==> src/rtl/mux_rr_reg_if.sv <==
// Handshake bundle for mux_rr_reg: N input channels merged onto one registered output.
interface mux_rr_reg_if #(
    parameter int unsigned WIDTH = 32,
    parameter int unsigned N     = 4,
    parameter int unsigned SEL_W = 2
);
    logic [N*WIDTH-1:0] in_data;
    logic [N-1:0]       in_valid;
    logic [N-1:0]       in_ready;
    logic [WIDTH-1:0]   out_data;
    logic               out_valid;
    logic               out_ready;
    logic [SEL_W-1:0]   out_src;

    modport master (
        output in_data, in_valid, out_ready,
        input  in_ready, out_data, out_valid, out_src
    );

    modport slave (
        input  in_data, in_valid, out_ready,
        output in_ready, out_data, out_valid, out_src
    );
endinterface

==> src/rtl/mux_rr_reg.sv <==
// N-input registered mux with valid/ready handshakes; fixed-select or round-robin grant.
module mux_rr_reg #(
    parameter int unsigned WIDTH = 32,
    parameter int unsigned N     = 4,
    parameter int unsigned SEL_W = 2
) (
    input  logic             clk,
    input  logic             rst,
    input  logic             mode,
    input  logic [SEL_W-1:0] sel,
    mux_rr_reg_if.slave      bus
);
    logic [SEL_W-1:0] rr_ptr;
    logic [SEL_W-1:0] grant_c;
    logic             grant_ok_c;
    logic             can_load_c;
    logic             xfer_c;
    logic [WIDTH-1:0] data_c;
    logic [WIDTH-1:0] out_data_q;
    logic             out_valid_q;
    logic [SEL_W-1:0] out_src_q;

    assign can_load_c = !out_valid_q || bus.out_ready;
    assign xfer_c     = !rst && grant_ok_c && can_load_c;

    // Grant selection; sel values >= N never match a channel and so never grant.
    always_comb begin
        int unsigned idx;
        idx        = 0;
        grant_c    = sel;
        grant_ok_c = 1'b0;
        if (!mode) begin
            for (int unsigned i = 0; i < N; i++) begin
                if (32'(sel) == i) grant_ok_c = bus.in_valid[i];
            end
        end else begin
            grant_c = '0;
            for (int unsigned k = 0; k < N; k++) begin
                idx = 32'(rr_ptr) + k;
                if (idx >= N) idx = idx - N;
                if (!grant_ok_c && bus.in_valid[idx]) begin
                    grant_ok_c = 1'b1;
                    grant_c    = SEL_W'(idx);
                end
            end
        end
    end

    always_comb begin
        data_c       = '0;
        bus.in_ready = '0;
        for (int unsigned i = 0; i < N; i++) begin
            if (32'(grant_c) == i) begin
                data_c          = bus.in_data[i*WIDTH +: WIDTH];
                bus.in_ready[i] = xfer_c;
            end
        end
    end

    // Output stage and round-robin pointer.
    always_ff @(posedge clk) begin
        if (rst) begin
            out_data_q  <= '0;
            out_valid_q <= 1'b0;
            out_src_q   <= '0;
            rr_ptr      <= '0;
        end else if (xfer_c) begin
            out_data_q  <= data_c;
            out_valid_q <= 1'b1;
            out_src_q   <= grant_c;
            if (mode) begin
                rr_ptr <= (32'(grant_c) == N - 1) ? '0 : grant_c + SEL_W'(1);
            end
        end else if (bus.out_ready) begin
            out_valid_q <= 1'b0;
        end
    end

    assign bus.out_data  = out_data_q;
    assign bus.out_valid = out_valid_q;
    assign bus.out_src   = out_src_q;
endmodule

==> src/flat_wrapper.sv <==
// flat-port wrapper written by rule: the top's interface ports become plain ports
module mux_rr_reg_flat 
#(
    parameter int unsigned WIDTH = 32,
    parameter int unsigned N     = 4,
    parameter int unsigned SEL_W = 2
)
  (clk, rst, mode, sel, bus_in_data, bus_in_valid, bus_out_ready, bus_in_ready, bus_out_data, bus_out_valid, bus_out_src);
  mux_rr_reg_if #(.WIDTH(WIDTH), .N(N), .SEL_W(SEL_W)) bus_i ();
  input  logic clk;
  input  logic rst;
  input  logic mode;
  input  logic [SEL_W-1:0] sel;
  input wire logic [$bits(bus_i.in_data)-1:0] bus_in_data;
  input wire logic [$bits(bus_i.in_valid)-1:0] bus_in_valid;
  input wire logic [$bits(bus_i.out_ready)-1:0] bus_out_ready;
  output wire logic [$bits(bus_i.in_ready)-1:0] bus_in_ready;
  output wire logic [$bits(bus_i.out_data)-1:0] bus_out_data;
  output wire logic [$bits(bus_i.out_valid)-1:0] bus_out_valid;
  output wire logic [$bits(bus_i.out_src)-1:0] bus_out_src;
  assign bus_i.in_data = bus_in_data;
  assign bus_i.in_valid = bus_in_valid;
  assign bus_i.out_ready = bus_out_ready;
  assign bus_in_ready = bus_i.in_ready;
  assign bus_out_data = bus_i.out_data;
  assign bus_out_valid = bus_i.out_valid;
  assign bus_out_src = bus_i.out_src;
  mux_rr_reg #(.WIDTH(WIDTH), .N(N), .SEL_W(SEL_W)) u_core (.clk(clk), .rst(rst), .mode(mode), .sel(sel), .bus(bus_i));
endmodule
==> config.mk <==
export PLATFORM = sky130hd
export DESIGN_NAME = mux_rr_reg_flat
export DESIGN_NICKNAME = d
export VERILOG_FILES = /design/src/rtl/mux_rr_reg_if.sv /design/src/rtl/mux_rr_reg.sv /design/src/flat_wrapper.sv
export SDC_FILE = /design/constraint.sdc
export NUM_CORES = 1
export LEC_CHECK = 0
export CORE_ASPECT_RATIO = 0.7
export CORE_MARGIN = 2
export CORE_UTILIZATION = 40
export DETAILED_ROUTE_END_ITERATION = 7
export PLACE_DENSITY = 0.87
export SKIP_LAST_GASP = 1
export SLEW_MARGIN = 20
export SYNTH_ARGS = -nofsm -noshare
export SYNTH_HDL_FRONTEND = slang
export SYNTH_SLANG_ARGS = --single-unit
==> constraint.sdc <==
create_clock -name clk -period 5.48 [get_ports clk]
set_input_delay 0.822 -clock clk [delete_from_list [all_inputs] [get_ports clk]]
set_output_delay 0.822 -clock clk [all_outputs]
set_load 0.005 [all_outputs]
# Word-level counts from Yosys, hierarchy flattened

Index checks and enable logic that the tools add are counted.
Widths: inputs -> output; s select.

Magnitude comparators: 8
Reduce and logical (&&, ||, !) cells: 15
Muxes and demuxes: 44
$add $sub $neg: 8
Equal/unequal tests: 6

Operator list:

| cell                  | count |
|---|---|
| $mux 32               | 12 |
| $lt 32x3->1 const B   | 4 |
| $ge 32x3->1 const B   | 3 |
| $sub 32x3->32 const B | 3 |
| $mux 1                | 22 |
| $mux 2                | 6 |
| $bmux 1 s2            | 4 |
| $eq 2x2->1 const B    | 4 |
| $add 2x2->3 const B   | 2 |
| $logic_and 1x1->1     | 5 |
| $logic_not 1->1       | 5 |
| $eq 2x1->1 const B    | 2 |
| $logic_not 2->1       | 2 |
| $sub 2x3->4 const B   | 1 |
| $add 2x1->3 const B   | 1 |
| $ge 2x3->1 const B    | 1 |
| $add 2x1->2 const B   | 1 |
| $reduce_and 2->1      | 1 |
| $reduce_bool 2->1     | 1 |
| $logic_or 1x1->1      | 1 |

Input bits: 138
Logic and storage cells: 85
Register bits: 37
Output and inout port bits: 39

# Depth between registers and ports, before layout

Word-level depth: 24
Gate-level depth with buffers: 12
Mapped depth without buffers: 9

# Worst setup path before layout

Ideal clock, no wire load.

Path kind: input port to output port
Start: in bus_in_valid[2]
End: out bus_in_ready[1]
Data arrival time: 2.504 ns
Path slack: 2.154 ns
Path buffers: 2
Required time: 4.658 ns
Cell stages on the path: 7
Path through: or2_2 > a211o_1 > o221ai_1 > ha_1 > clkbuf_1 > clkbuf_1 > and3_1

Word-level cells in the longest chain between the ends: 19
Elaborated cells between the ends (all ways): 33
Those cells by class: 1 x eq/ne; 24 x mux; 8 x reduce/logical

Ends and longest elaborated chain:

| item                           | line               | text |
|---|---|---|
| start: declaration             | flat_wrapper.sv:15 | `input wire logic [$bits(bus_i.in_valid)-1:0] bus_in_valid;` |
| $bmux 1 s2                     | mux_rr_reg.sv:41   | `if (!grant_ok_c && bus.in_valid[idx]) begin` |
| $mux 1 (not written as such)   | mux_rr_reg.sv:41   |  |
| $mux 1                         | mux_rr_reg.sv:41   |  |
| $mux 1                         | mux_rr_reg.sv:32   | `if (!mode) begin` |
| $logic_not 1->1                | mux_rr_reg.sv:41   |  |
| $logic_and 1x1->1              | mux_rr_reg.sv:41   |  |
| $mux 1                         | mux_rr_reg.sv:41   |  |
| $mux 1                         | mux_rr_reg.sv:32   |  |
| [... 2 more ...]               | n/a                |  |
| $mux 1                         | mux_rr_reg.sv:41   |  |
| $mux 1                         | mux_rr_reg.sv:32   |  |
| $logic_not 1->1                | mux_rr_reg.sv:41   |  |
| $logic_and 1x1->1              | mux_rr_reg.sv:41   |  |
| $mux 1                         | mux_rr_reg.sv:41   |  |
| $mux 1                         | mux_rr_reg.sv:32   |  |
| $logic_and 1x1->1 (2 in a row) | mux_rr_reg.sv:24   | `assign xfer_c = !rst && grant_ok_c && can_load_c;` |
| $mux 1 (*)                     | mux_rr_reg.sv:53   | `if (32'(grant_c) == i) begin` |
| end: declaration               | flat_wrapper.sv:17 | `output wire logic [$bits(bus_i.in_ready)-1:0] bus_in_ready;` |

Every way passes the cells marked *; elsewhere a longest branch is shown, timed or not. The select of a mux whose other input is x is not followed.

# Worst setup path after layout

Start: in mode
End: out bus_in_ready[2]

Elaborated cells between the ends (all ways): 6
Those cells by class: 1 x eq/ne; 3 x mux; 2 x reduce/logical

RTL lines:

| item                  | line               | text |
|---|---|---|
| start: declaration    | flat_wrapper.sv:12 | `input logic mode;` |
| $mux 2                | mux_rr_reg.sv:32   |  |
| net u_core.grant_c[1] | mux_rr_reg.sv:14   | `logic [SEL_W-1:0] grant_c;` |
| $eq 2x2->1            | mux_rr_reg.sv:53   |  |
| $mux 1                | mux_rr_reg.sv:53   |  |

The timed path passes the listed nets, and every way through them passes these cells.

==> impl_results.md <==
- Setup slack of the worst register-to-register path: 2.39 ns
- Number of global-route vias before repair: about 3000
- Layout cells sized above 1: 0.112
- Finished Layout Cells: approximately 570
- Setup tns final: 0 ns
- Total number of clock tree sinks: 37
- Worst stage delay on the critical path: 0.72 ns
- CTS root buffer: clkbuf_8
- Number of remaining DRC errors: 0
- Transition time of the tightest slew-check pin: about 1.0 ns
- H-tree depth reported by CTS: 2
- Chain of cells forming the critical path: clkdlybuf4s50_1 > a21bo_2 > a211o_1 > o221ai_1 > inv_1 > ha_2 > and3_1 > clkdlybuf4s50_1
- # IOs: 177
- Sequential cell area fraction in the yosys report: 0.270
- Most used DFF post-synth: dfxtp_1
- Number of clock buffers inserted by TritonCTS: 5
- Largest cells by area after synthesis: dfxtp_1, a311oi_2, a211o_1, a221oi_1, a21oi_1
- Starting Density: 0.410
- Post-route clock skew: about 0.0053 ns
- Post-route worst hold slack: 0.472 ns
- Critical-path top delay cell: clkdlybuf4s50_1
- Post-layout nets: 616
- Required time of the worst setup path: 4.66 ns
- Total via count in the routed design: 3243
- Met3 wirelength from detailed routing: 1.07 mm
- Number of diodes added for antenna fixing: 0
- Crit path buf inv count: 3
- Max Root-Sink Buffers: 2
- Unrepaired setup endpoints after global routing: no
- Cell depth of the worst min-delay path: 2
- Height of the die: 73.3 µm
- DP Wirelength: around 7 mm
- Clock network fraction of design power: 0.246
- Insertion delay to the later sink of the worst-skew pair: 0.28 ns
- Clock-pin slew of the registers on the worst-case setup and hold paths: 0.08 ns
- Most frequent cells after synthesis: inv_1, a21oi_1, dfxtp_1, nand2_1, a211o_1
- Gate family responsible for the most delay along the worst path: buffers and inverters
- Result of the run: finished, final reports clean
- Met2 wire length: ~4.7 mm
- Syn_area_per_cell: between 8 and 9 µm²
- Average detailed-routed wire length per instance: 17.3 µm
- Max-capacitance violation count: 0
- GRT Residual Overflow: 0
- Crit path max fanout: 14
- Cell count of the worst reg-to-reg path: 10
- Worst IR Drop VDD: 0.107 mV
- Count of final setup violators: 0
- Wire length on met1: approximately 4 mm
- Wire length of the first global-routing pass: roughly 14 mm
- Worst Setup Start Kind: input port
- Total wirelength of the detailed-routed design: around 9.8 mm
- Post-CTS setup buffers: 0
- Placed insts: 561
- Most numerous cell in the Yosys netlist: inv_1
- Highest Signal Layer: met4
- Quantity of I/O buffers inserted on ports: 176
- Cell taking the most area after synthesis: dfxtp_1
- Worst rel slew slack: 0.321
- Final worst path period share: 0.765
- Die Area: 0.00754 mm²
- FF+latch count, synth: 37
- Layout Utilization: 0.690
- Critical Path Stages: 8
- Placer's final routability congestion estimate: slightly below 0.9
- Layout area overhead: 68.4%
- Number of enable-type register cells in the synthesized netlist: 0
- Core box area: 0.00669 mm²
- Total power divided by cell area: 215 mW/mm²
- Proportion of total power due to net switching: 0.308
- Area share of the largest cell type after synthesis: 0.270
- Gate count of the mapped netlist: ~320
- Site row count: 25
- Count of warnings emitted by yosys: 0
- Time the worst path needs with I/O delays and setup: 4.19 ns
- Total of cells resized after clock tree synthesis: 0
- CP dominant cell by count: clkdlybuf4s50_1
- Distinct cells, synth: 38
- Critical Path End Type: output port
- Worst min-delay path category: register to register
- DRT iter0 DRCs: 80
- Internal power: between 0.0006 and 0.0007 W
- Final antenna-violating net count: 0
- Synth Net Count: 465
- Width of the die: between 100 and 150 µm
- Part of the power in combinational logic: 0.438
- Path type of the worst setup path: input port to output port
- Proportion of power drawn by flip-flops and latches: 0.316
- Cell Area, Synth: ~0.0027 mm²
- Final count of hold timing violations: 0
- Total net switching power: 0.000306 W
- Initial antenna violation count: 0
- GRT Total Usage: 0.245
- Async SR Flop Fraction: 0
- Number of max-slew violations in the final report: 0
- Initial DRT Pass Iterations: 5
- Arrival time of the worst setup path: about 3.4 ns
- Clock tree from TritonCTS: done
- Hold_buf cts: 0
- Pin count of the biggest net entering global routing: 65
- Leakage: roughly 1.8 nW
- Fillers: 530
- Peak clock frequency supported by timing: 239 MHz
- Via-to-Cell Ratio: 5.70
layout make-up:
class,count,area [µm²],area share
tap,94,118,0.0255
clock inverter,1,30.0,0.00651
sequential,37,741,0.160
inverter,38,143,0.0309
multi-input combinational,209,1690,0.366
clock buffer,7,86.3,0.0187
timing repair buffer,183,1810,0.392
routing by layer:
| metal | track usage | up-vias |
|---|---|---|
| met5 | 0 | - |
| met1 | 0.280 | 1523 |
| li1 | - | 1538 |
| met2 | 0.434 | 164 |
| met4 | 0.0833 | 0 |
| met3 | 0.0752 | 18 |
sequential cells by signal, summed over array words and instances (netlist names):
signal                cells
u_core.bus.out_src        2
u_core.rr_ptr             2
u_core.bus.out_data      32
u_core.bus.out_valid      1
cell families (layout without fill, tap and decap cells):
kind of cell / Yosys count / in the layout / share of synthesized area
DFF: 37 / 37 / 0.270
muxes: 2 / 2 / 0.0119
AOI/OAI and AO/OA: 148 / 148 / 0.485
and+or+nand+nor: 55 / 55 / 0.0954
adders and majority gates: 4 / 4 / 0.0183
buffers and inverters: 77 / 229 / 0.120
cells in the final DEF (no fill, tap or decap), types with 4 or more instances in the layout:
master           synthesis  routed
a21oi_1                 37      37
nand2_1                 34      34
clkbuf_8                 0       6
a221oi_1                31      31
a311oi_2                28      28
buf_4                    0       7
inv_1                   38      38
and3_1                   4       4
a211o_1                 33      33
dfxtp_1                 37      37
a311oi_1                 4       4
clkdlybuf4s50_1          0     175
per-stage QoR:
stage	setup slack, ns	cell area (µm²)	power, W
2_1_floorplan	2.15	2740	0.000553
3_3_place_gp	1.37	4500	0.000743
3_5_place_dp	1.33	4500	0.000755
4_1_cts	1.32	4620	0.00100
5_1_grt	1.17	4620	0.00105
6_report	1.29	4620	0.000993
worst register-to-register path, stage by stage, from the launching register on:
cell,delay [ns]
dfxtp_1,0.39
nor4bb_1,0.48
a211o_1,0.15
o221ai_1,0.22
ha_1,0.27
buf_4,0.27
nor2b_2,0.15
buf_4,0.35
a221oi_1,0.14
a211o_1,0.33
a311oi_1,0.26
path summary, 6_finish.rpt:
| path | startpoint | end |
|---|---|---|
| max | mode | bus_in_ready[2] |
| min | u_core.bus.out_src[1] | u_core.bus.out_src[1] |
| max reg2reg | u_core.rr_ptr[1] | u_core.bus.out_data[23] |
| min reg2reg | u_core.bus.out_src[1] | u_core.bus.out_src[1] |
power by group through the flow:
stage / Combinational, W / Clock, W / Sequential (W)
3_3_place_gp: 0.000424 / 0 / 0.000319
2_1_floorplan: 0.000234 / 0 / 0.000319
5_1_grt: 0.000469 / 0.000260 / 0.000316
4_1_cts: 0.000437 / 0.000251 / 0.000314
3_5_place_dp: 0.000435 / 0 / 0.000320
6_report: 0.000435 / 0.000244 / 0.000314
Note: power is estimated with default switching activity, not from simulation.
